**config.mk**
```make
export PLATFORM = sky130hd
export DESIGN_NAME = stream_demux_1to4_flat
export DESIGN_NICKNAME = d
export VERILOG_FILES = /design/src/rtl/stream_demux_pkg.sv /design/src/rtl/stream_demux_1to4_if.sv /design/src/rtl/stream_demux_slot.sv /design/src/rtl/stream_demux_1to4.sv /design/src/flat_wrapper.sv
export SDC_FILE = /design/constraint.sdc
export NUM_CORES = 1
export LEC_CHECK = 0
export ABC_AREA = 1
export CAP_MARGIN = 20
export CORE_MARGIN = 1
export CORE_UTILIZATION = 55
export DETAILED_ROUTE_END_ITERATION = 8
export DONT_BUFFER_PORTS = 1
export GPL_TIMING_DRIVEN = 0
export PLACE_DENSITY = 0.74
export REMOVE_ABC_BUFFERS = 1
export SETUP_SLACK_MARGIN = 0.1
export SYNTH_ARGS = -nofsm -noshare
export SYNTH_HDL_FRONTEND = slang
export SYNTH_HIERARCHICAL = 1
export SYNTH_SLANG_ARGS = --single-unit
```
**constraint.sdc**
```tcl
create_clock -name clk -period 1.2 [get_ports clk]
set_input_delay 0.24 -clock clk [delete_from_list [all_inputs] [get_ports clk]]
set_output_delay 0.24 -clock clk [all_outputs]
set_load 0.02 [all_outputs]
```
**src/rtl/stream_demux_pkg.sv**
```systemverilog
// Shared types and helpers for the 1-to-4 registered stream demultiplexer.
// No logic of its own; latency and backpressure are defined by its users.
// Used by every file of the block, including the STREAM_DEMUX_STATS_EN counter build.
package stream_demux_pkg;

    localparam int NUM_PORTS = 4;
    localparam int SEL_W     = 2;

    typedef logic [SEL_W-1:0] port_idx_t;

    // Occupancy of a one-entry output slot.
    typedef enum logic {
        SLOT_EMPTY = 1'b0,
        SLOT_FULL  = 1'b1
    } slot_state_t;

    // Saturating increment. The caller passes its all-ones value as max_val,
    // which lets one function serve any counter width up to 32 bits.
    function automatic logic [31:0] sat_inc(input logic [31:0] cnt,
                                            input logic [31:0] max_val);
        logic [31:0] res;
        res = (cnt == max_val) ? cnt : cnt + 32'd1;
        return res;
    endfunction

endpackage

```
**src/rtl/stream_demux_1to4_if.sv**
```systemverilog
// Bundle of the demux input stream, per-port output streams and drop strobe.
// No latency; pure wiring.
// Backpressure: in_ready from slave to master, out_ready from master to slave.
interface stream_demux_1to4_if #(
    parameter int DATA_W = 8
);
    import stream_demux_pkg::*;

    logic                          in_valid;
    logic                          in_ready;
    logic [DATA_W-1:0]             in_data;
    port_idx_t                     in_sel;
    logic [NUM_PORTS-1:0]          port_en;
    logic [NUM_PORTS-1:0]          out_valid;
    logic [NUM_PORTS-1:0]          out_ready;
    logic [NUM_PORTS*DATA_W-1:0]   out_data;
    logic                          drop_pulse;

    // Environment side: drives the input stream and the downstream readies.
    modport master (
        output in_valid, in_data, in_sel, port_en, out_ready,
        input  in_ready, out_valid, out_data, drop_pulse
    );

    // Demux side.
    modport slave (
        input  in_valid, in_data, in_sel, port_en, out_ready,
        output in_ready, out_valid, out_data, drop_pulse
    );

endinterface

```
**src/rtl/stream_demux_slot.sv**
```systemverilog
// One-entry output register slot (EMPTY/FULL) for a single demux port.
// Latency: a load at edge N is visible as out_valid/dout after edge N.
// Backpressure: holds dout stable while out_valid=1 and out_ready=0; the parent only loads when empty or draining.
module stream_demux_slot
    import stream_demux_pkg::*;
#(
    parameter int DATA_W = 8
) (
    input  logic              clk,
    input  logic              rst_n,
    input  logic              load,
    input  logic [DATA_W-1:0] din,
    input  logic              out_ready,
    output logic              out_valid,
    output logic [DATA_W-1:0] dout
);

    slot_state_t       state_q, state_d;
    logic [DATA_W-1:0] data_q,  data_d;

    // State and data registers; reset empties the slot immediately.
    always_ff @(posedge clk or negedge rst_n) begin
        if (!rst_n) begin
            state_q <= SLOT_EMPTY;
            data_q  <= '0;
        end else begin
            state_q <= state_d;
            data_q  <= data_d;
        end
    end

    // Next state: a load wins over a drain so simultaneous drain+load keeps the slot full.
    always_comb begin
        state_d = state_q;
        data_d  = data_q;
        case (state_q)
            SLOT_EMPTY: begin
                if (load) begin
                    state_d = SLOT_FULL;
                    data_d  = din;
                end
            end
            SLOT_FULL: begin
                if (load) begin
                    data_d = din;
                end else if (out_ready) begin
                    state_d = SLOT_EMPTY;
                end
            end
            default: state_d = SLOT_EMPTY;
        endcase
    end

    assign out_valid = (state_q == SLOT_FULL);
    assign dout      = data_q;

endmodule

```
**src/rtl/stream_demux_1to4.sv**
```systemverilog
// Registered 1-to-4 stream demux: steers each accepted beat into one of four one-entry port slots; optional counters under STREAM_DEMUX_STATS_EN.
// Latency: one cycle from input accept to out_valid; drop_pulse one cycle after a dropped beat.
// Backpressure: in_ready follows the addressed port only (combinational from out_ready/port_en); beats to disabled ports are always accepted.
module stream_demux_1to4
    import stream_demux_pkg::*;
#(
    parameter int DATA_W = 8,
    parameter int CNT_W  = 16
) (
    input  logic                       clk,
    input  logic                       rst_n,
    stream_demux_1to4_if.slave         bus
`ifdef STREAM_DEMUX_STATS_EN
    ,
    output logic [NUM_PORTS*CNT_W-1:0] stat_fwd,
    output logic [CNT_W-1:0]           stat_drop
`endif
);

    port_idx_t                          sel;
    logic                               sel_en;
    logic                               sel_vld;
    logic                               sel_rdy;
    logic                               in_ready_w;
    logic                               accept;
    logic                               drop_d, drop_q;
    logic [NUM_PORTS-1:0]               load;
    logic [NUM_PORTS-1:0]               out_valid_w;
    logic [NUM_PORTS-1:0][DATA_W-1:0]   dout_w;

    assign sel     = bus.in_sel;
    assign sel_en  = bus.port_en[sel];
    assign sel_vld = out_valid_w[sel];
    assign sel_rdy = bus.out_ready[sel];

    // A disabled port swallows the beat, so only an enabled, full, stalled slot blocks input.
    assign in_ready_w = ~sel_en | ~sel_vld | sel_rdy;
    assign accept     = bus.in_valid & in_ready_w;
    assign drop_d     = accept & ~sel_en;

    // One-hot load strobe towards the addressed slot, only for enabled ports.
    always_comb begin
        load = '0;
        for (int k = 0; k < NUM_PORTS; k++) begin
            if (accept && sel_en && (sel == port_idx_t'(k))) begin
                load[k] = 1'b1;
            end
        end
    end

    genvar g;
    generate
        for (g = 0; g < NUM_PORTS; g++) begin : g_slot
            stream_demux_slot #(
                .DATA_W   (DATA_W)
            ) u_slot (
                .clk      (clk),
                .rst_n    (rst_n),
                .load     (load[g]),
                .din      (bus.in_data),
                .out_ready(bus.out_ready[g]),
                .out_valid(out_valid_w[g]),
                .dout     (dout_w[g])
            );
        end
    endgenerate

    // Drop strobe register: high for the single cycle after a discarded beat.
    always_ff @(posedge clk or negedge rst_n) begin
        if (!rst_n) begin
            drop_q <= 1'b0;
        end else begin
            drop_q <= drop_d;
        end
    end

    assign bus.in_ready   = in_ready_w;
    assign bus.out_valid  = out_valid_w;
    assign bus.out_data   = dout_w;
    assign bus.drop_pulse = drop_q;

`ifdef STREAM_DEMUX_STATS_EN
    localparam logic [31:0] CNT_MAX = 32'({CNT_W{1'b1}});

    logic [NUM_PORTS-1:0][CNT_W-1:0] fwd_q;
    logic [CNT_W-1:0]                drop_cnt_q;

    // Saturating per-port forward counters and drop counter.
    always_ff @(posedge clk or negedge rst_n) begin
        if (!rst_n) begin
            fwd_q      <= '0;
            drop_cnt_q <= '0;
        end else begin
            for (int k = 0; k < NUM_PORTS; k++) begin
                if (load[k]) begin
                    fwd_q[k] <= CNT_W'(sat_inc(32'(fwd_q[k]), CNT_MAX));
                end
            end
            if (drop_d) begin
                drop_cnt_q <= CNT_W'(sat_inc(32'(drop_cnt_q), CNT_MAX));
            end
        end
    end

    assign stat_fwd  = fwd_q;
    assign stat_drop = drop_cnt_q;
`endif

endmodule

```
**src/flat_wrapper.sv**
```systemverilog
// flat-port wrapper written by rule: the top's interface ports become plain ports
module stream_demux_1to4_flat import stream_demux_pkg::*;
#(
    parameter int DATA_W = 8,
    parameter int CNT_W  = 16
)
  (clk, rst_n, bus_in_valid, bus_in_data, bus_in_sel, bus_port_en, bus_out_ready, bus_in_ready, bus_out_valid, bus_out_data, bus_drop_pulse);
  stream_demux_1to4_if #(.DATA_W(DATA_W)) bus_i ();
  input  logic clk;
  input  logic rst_n;
  input wire logic [$bits(bus_i.in_valid)-1:0] bus_in_valid;
  input wire logic [$bits(bus_i.in_data)-1:0] bus_in_data;
  input wire logic [$bits(bus_i.in_sel)-1:0] bus_in_sel;
  input wire logic [$bits(bus_i.port_en)-1:0] bus_port_en;
  input wire logic [$bits(bus_i.out_ready)-1:0] bus_out_ready;
  output wire logic [$bits(bus_i.in_ready)-1:0] bus_in_ready;
  output wire logic [$bits(bus_i.out_valid)-1:0] bus_out_valid;
  output wire logic [$bits(bus_i.out_data)-1:0] bus_out_data;
  output wire logic [$bits(bus_i.drop_pulse)-1:0] bus_drop_pulse;
  assign bus_i.in_valid = bus_in_valid;
  assign bus_i.in_data = bus_in_data;
  assign bus_i.in_sel = bus_in_sel;
  assign bus_i.port_en = bus_port_en;
  assign bus_i.out_ready = bus_out_ready;
  assign bus_in_ready = bus_i.in_ready;
  assign bus_out_valid = bus_i.out_valid;
  assign bus_out_data = bus_i.out_data;
  assign bus_drop_pulse = bus_i.drop_pulse;
  stream_demux_1to4 #(.DATA_W(DATA_W), .CNT_W(CNT_W)) u_core (.clk(clk), .rst_n(rst_n), .bus(bus_i));
endmodule
```
==> impl_metrics.env, run 1 <==
export IMPL_critPathCaptureType="output pin"
export IMPL_slowest_stage="dfrtp_2"
export IMPL_critPathLaunchType="register"
export IMPL_drive_above_1_share_pct=36.4
export IMPL_dpl_instance_area_um2=1590
export IMPL_worst_pin_slew_ns=0.271
export IMPL_period_share_pct=120
export IMPL_die_y_um=56.3
export IMPL_drt_iter0_drc=35
export IMPL_synth_top_area_cell="dfrtp_1"
export IMPL_rsz0062_at_grt="true"
export IMPL_root_buffer="clkbuf_4"
export IMPL_worstSetupPathType="reg2out"
export IMPL_dieArea_um2=3170
export IMPL_drc_errors=0
export IMPL_vias_per_cell=5.24
export IMPL_final_nets=237
export IMPL_setup_viol=37
export IMPL_htree_levels=2
export IMPL_grt_max_degree=38
export IMPL_final_area_um2=2040
export IMPL_ys_types=12
export IMPL_cp_common_cell="nand2_2"
export IMPL_total_power_mw=3.51
export IMPL_start_util_pct=58.3
export IMPL_cap_violations=0
export IMPL_fp_row_count=19
export IMPL_antenna_found_initial=0
export IMPL_ys_top_cells_by_area="dfrtp_1 (57%), nand2_1 (27%), buf_6 (4.2%), nand2_2 (2.3%), nand3_1 (1.9%)"
export IMPL_diodes=0
export IMPL_r2r_end="u_core/g_slot[2].u_slot/dout[4]"
export IMPL_ios=59
export IMPL_hold_viol=1
export IMPL_fin_ws_ns=-0.240
export IMPL_ys_ff_latch=37
export IMPL_syn_avg_cell_area_um2=8.27
export IMPL_max_slew_margin_pct=81.9
export IMPL_final_min_clock_period_ns=1.44
export IMPL_area_growth_pct=25.7
export IMPL_critPathRequiredTime_ns=0.96
export IMPL_core_area_um2=2780
export IMPL_p_leak_nw=1.05
export IMPL_synth_area_um2=1620
export IMPL_fin_worst_skew_ns=0.0112
export IMPL_dp_hpwl_um=2580
export IMPL_violations="negative hold slack, negative setup slack"
export IMPL_synthCells=196
export IMPL_grt_pass1_vias=1399
export IMPL_arrival_ns=1.20
export IMPL_fin_setup_tns_ns=-6.92
export IMPL_synth_top_area_share_pct=57.1
export IMPL_grt_pass1_wl_um=6420
export IMPL_die_w_um=56.3
export IMPL_num_vias=1299
export IMPL_outcome="complete, but fails checks"
export IMPL_cts_reportedPaths_clkPinSlew_ns=0.11
export IMPL_drt_total_wl_um=3810
export IMPL_crit_path_start="u_core/g_slot[0].u_slot/out_valid"
export IMPL_cts_tree="done"
export IMPL_hold_class="in2reg"
export IMPL_holdWs_ns=-0.00388
export IMPL_power_density_nw_per_um2=1720
export IMPL_clock_sinks=37
export IMPL_slew_viol_final=0
export IMPL_wire_per_inst_um=15.4
export IMPL_cts_buffer_depth=2
export IMPL_yosys_warnings=6
export IMPL_ir_drop_mv=1.45
export IMPL_cts_buffers_inserted=5
export IMPL_max_stage_delay_ns=0.48
export IMPL_cp_endpoint="bus_in_ready"
export IMPL_ff2ff_setup_slack_ns=-0.21
export IMPL_reg2regPathDepth=10
export IMPL_synth_sequential_area_ratio_pct=57.1
export IMPL_grt_usage_pct=27.3
export IMPL_port_buffer_count=0
export IMPL_path_cells="nand2_2 > nand2_2 > nand2_2 > nand2_4 > nand3_4"
export IMPL_ant_nets=0
export IMPL_place_gp_congestion=0.784
export IMPL_clk_latency_ns=0.35
export IMPL_worstPathMaxFanout=3
export IMPL_r2r_start="u_core/g_slot[0].u_slot/out_valid"
export IMPL_fmax_mhz=694
export IMPL_gr_total_overflow=0
export IMPL_firstDrtPassIters=4
==> power by group <==
group	switching, mW	internal (mW)	total, mW	leakage, nW
clock	0.411	0.495	0.906	0.0445
combinational	0.283	0.198	0.481	0.559
sequential	0.572	1.55	2.12	0.451
==> cell families (layout without fill, tap and decap cells) <==
family	Yosys count	after routing	share of synthesized area (%)
simple gates	140	140	35.4
buf+inv	19	40	7.48
flops	37	37	57.1
==> cell usage after synthesis, drive strengths merged <==
library cell,n
nand2,124
dfrtp,37
inv,13
nor2,9
buf,6
nand3,7
==> cells in the final DEF, fill, tap and decap left out, types with 2 or more instances in the layout <==
master,n
buf_4,3
buf_6,4
clkbuf_4,5
dfrtp_1,23
dfrtp_2,14
dlygate4sd3_1,11
inv_1,6
inv_2,2
inv_4,4
nand2_1,92
nand2_2,29
nand2_4,2
nand3_1,5
nor2_2,2
nor2_4,6
==> what timing repair did <==
item	4_1_cts	5_1_grt
setup endpoints to repair	37	47
resized for setup	40	22
pin swaps	20	10
cloned	0	0
hold buffers	9	3
setup buffers	7	0
hold endpoints to repair	51	3
==> flip-flops by register name, indices dropped and copies added, names as in the netlist <==
name	count
u_core/g_slot.u_slot/dout	32
u_core/g_slot.u_slot/out_valid	4
u_core/bus.drop_pulse	1
==> how the worst min path moves through the flow <==
stage	start	to	slack [ns]	depth (start not counted)
5_1_grt	bus_in_data[6]	u_core/g_slot[2].u_slot/dout[6]	0.002	2
2_1_floorplan	rst_n	u_core/bus.drop_pulse	-0.06	0
3_5_place_dp	rst_n	u_core/g_slot[2].u_slot/out_valid	-0.05	0
6_report	bus_in_data[7]	u_core/g_slot[1].u_slot/dout[7]	-0.004	2
3_3_place_gp	rst_n	u_core/bus.drop_pulse	-0.05	0
4_1_cts	bus_in_data[3]	u_core/g_slot[1].u_slot/dout[3]	0.004	2
==> layer usage <==
layer | part of all wire [%] | up-vias | GRT usage, % | routed length [um]
li1 | - | 626 | - | -
met1 | 38 | 617 | 30.6 | 1440
met2 | 53 | 49 | 48.6 | 2040
met3 | 7.1 | 7 | 8.29 | 270
met4 | 1.6 | 0 | 10.1 | 61
met5 | 0 | - | 0 | 0
==> stage by stage <==
step	cells	worst slack (ns)	utilization, %
3_3_place_gp	221	-0.596	57.3
4_1_cts	245	-0.252	70.4
6_report	248	-0.240	73.3
2_1_floorplan	190	-0.324	-
5_1_grt	248	-0.308	73.3
3_5_place_dp	221	-0.701	57.3
==> worst max-delay path: cells and delay by family (launching register included) <==
family	cells	cell delay, ns
DFF	1	0.48
and+or+nand+nor	5	0.37
==> area by class of cell <==
type	count	area, um2
multi-input cells	140	706
repair buffers	19	198
inverters	13	63.8
flip-flops and latches	37	943
clock buffers	6	51.3
fillers	215	743
clock inverters	2	37.5
well taps	31	38.8
Power figures use the tool's default switching activity.
==> run 2: changes to the inputs <==
--- a/config.mk
+++ b/config.mk
@@ -12,6 +12,7 @@
 export DETAILED_ROUTE_END_ITERATION = 8
 export DONT_BUFFER_PORTS = 1
 export GPL_TIMING_DRIVEN = 0
+export MAX_ROUTING_LAYER = met4
 export PLACE_DENSITY = 0.74
 export REMOVE_ABC_BUFFERS = 1
 export SETUP_SLACK_MARGIN = 0.1
==> impl_metrics.env, run 2 (synthesized netlist as in run 1, its figures left out) <==
export IMPL_grt_use_met3_pct=11.3
export IMPL_cts_reportedPaths_clkPinSlew_ns=0.11
export IMPL_worstSetupPathDepth=5
export IMPL_ios=59
export IMPL_arrival_ns=1.19
export IMPL_vias_per_cell=5.24
export IMPL_hold_class="in2reg"
export IMPL_ant_nets=0
export IMPL_port_buffer_count=0
export IMPL_cap_violations=0
export IMPL_dp_hpwl_um=2580
export IMPL_critPathLaunchType="register"
export IMPL_cts_buffer_depth=2
export IMPL_path_buf_inv=0
export IMPL_holdWs_ns=0.00715
export IMPL_nFillCells=206
export IMPL_fin_worst_skew_ns=0.0127
export IMPL_fin_setup_tns_ns=-6.81
export IMPL_multi_input_area_um2=706
export IMPL_grt_max_degree=38
export IMPL_place_gp_congestion=0.795
export IMPL_drt_iter0_drc=58
export IMPL_fin_ws_ns=-0.232
export IMPL_drt_total_wl_um=3890
export IMPL_cp_common_cell="nand2_2"
export IMPL_area_growth_pct=27.7
export IMPL_gr_total_overflow=0
export IMPL_period_share_pct=119
export IMPL_fmax_mhz=698
export IMPL_path_cells="nand2_2 > nand2_2 > nand2_2 > nand2_4 > nand3_4"
export IMPL_regArea_um2=956
export IMPL_root_buffer="clkbuf_4"
export IMPL_core_area_um2=2780
export IMPL_slowest_stage="dfrtp_2"
export IMPL_layout_commonest_cell="nand2_1"
export IMPL_reg2regPathDepth=10
export IMPL_final_nets=239
export IMPL_drc_errors=0
export IMPL_diodes=0
export IMPL_slew_viol_final=0
export IMPL_worstPathMaxFanout=3
export IMPL_grtUsageMet2_pct=48.6
export IMPL_r2r_start="u_core/g_slot[0].u_slot/out_valid"
export IMPL_final_area_um2=2070
export IMPL_rsz0062_at_grt="true"
export IMPL_final_min_clock_period_ns=1.43
export IMPL_htree_levels=2
export IMPL_p_leak_nw=1.05
export IMPL_start_util_pct=58.3
export IMPL_outcome="complete, but fails checks"
export IMPL_clk_latency_ns=0.35
export IMPL_final_cell_mix="nand2_1 (92), nand2_2 (29), dfrtp_2 (24)"
export IMPL_num_vias=1311
export IMPL_antenna_found_initial=0
export IMPL_critPathCaptureType="output pin"
export IMPL_critPathRequiredTime_ns=0.96
export IMPL_violations="negative setup slack"
export IMPL_crit_path_start="u_core/g_slot[0].u_slot/out_valid"
export IMPL_top_usage_layer="met2"
export IMPL_firstDrtPassIters=5
export IMPL_dieArea_um2=3170
export IMPL_grt_pass1_vias=1395
export IMPL_cts_tree="done"
export IMPL_die_y_um=56.3
export IMPL_clock_sinks=37
export IMPL_worst_pin_slew_ns=0.264
export IMPL_ir_drop_mv=1.47
export IMPL_drive_above_1_share_pct=40.6
export IMPL_grt_usage_pct=28.4
export IMPL_grt_pass1_wl_um=6470
export IMPL_setup_viol=37
export IMPL_wire_per_inst_um=15.5
export IMPL_max_slew_margin_pct=82.3
export IMPL_cts_buffers_inserted=5
export IMPL_dpl_instance_area_um2=1590
export IMPL_largest_reg_flops=32
export IMPL_ff2ff_setup_slack_ns=-0.22
export IMPL_hold_viol=0
export IMPL_die_w_um=56.3
export IMPL_fp_row_count=19
export IMPL_path_delay_family="flip-flops"
export IMPL_r2r_end="u_core/g_slot[2].u_slot/dout[4]"
export IMPL_power_density_nw_per_um2=1710
export IMPL_worstSetupPathType="reg2out"
export IMPL_max_stage_delay_ns=0.48
export IMPL_gr_usage_met1_pct=30.9
export IMPL_cp_endpoint="bus_in_ready"
[run 2: cell type report]
class | instances | area share (%)
tap | 31 | 1.87
multi-input combinational | 140 | 34.1
sequential | 37 | 46.2
clock inverter | 2 | 1.81
timing repair buffer | 21 | 10.5
clock buffer | 6 | 2.48
inverter | 13 | 3.08
[run 2: power breakdown]
part,switching (mW),internal (mW),total (mW)
clock,0.409,0.495,0.904
combinational,0.288,0.203,0.491
sequential,0.572,1.57,2.14
total,1.27,2.26,3.53
[run 2: routing by layer]
layer	wire [um]	part of all wire, %	vias up
li1	-	-	631
met1	1460	38	625
met2	2120	55	51
met3	273	7.0	4
met4	34	0.88	0
met5	0	0	-
[run 2: worst min-delay path by stage]
stage                              start                           endpoint  slack, ns  depth (start not counted)
after detailed placement           rst_n  u_core/g_slot[2].u_slot/out_valid      -0.05                          0
after floorplan                    rst_n              u_core/bus.drop_pulse      -0.06                          0
after global placement             rst_n              u_core/bus.drop_pulse      -0.05                          0
after CTS                 bus_in_data[3]    u_core/g_slot[1].u_slot/dout[3]      0.004                          2
after global routing      bus_in_data[1]    u_core/g_slot[2].u_slot/dout[1]     -0.003                          2
final                     bus_in_data[1]    u_core/g_slot[2].u_slot/dout[1]      0.007                          2
[run 2: through the flow]
| step | power [mW] | worst slack (ns) | utilization, % | instances |
|---|---|---|---|---|
| 2_1_floorplan | 2.33 | -0.324 | - | 190 |
| 3_3_place_gp | 2.42 | -0.596 | 57.3 | 221 |
| 3_5_place_dp | 2.46 | -0.701 | 57.3 | 221 |
| 4_1_cts | 3.48 | -0.252 | 70.4 | 245 |
| 5_1_grt | 3.71 | -0.317 | 74.4 | 250 |
| 6_report | 3.53 | -0.232 | 74.4 | 250 |
[run 2: repair_timing]
item	4_1_cts	5_1_grt
hold buffers	9	5
endpoints found under the setup margin	37	57
gates cloned	0	0
buffers inserted	7	0
pin swaps	20	10
resized for setup	40	32
endpoints found under the hold margin	51	8
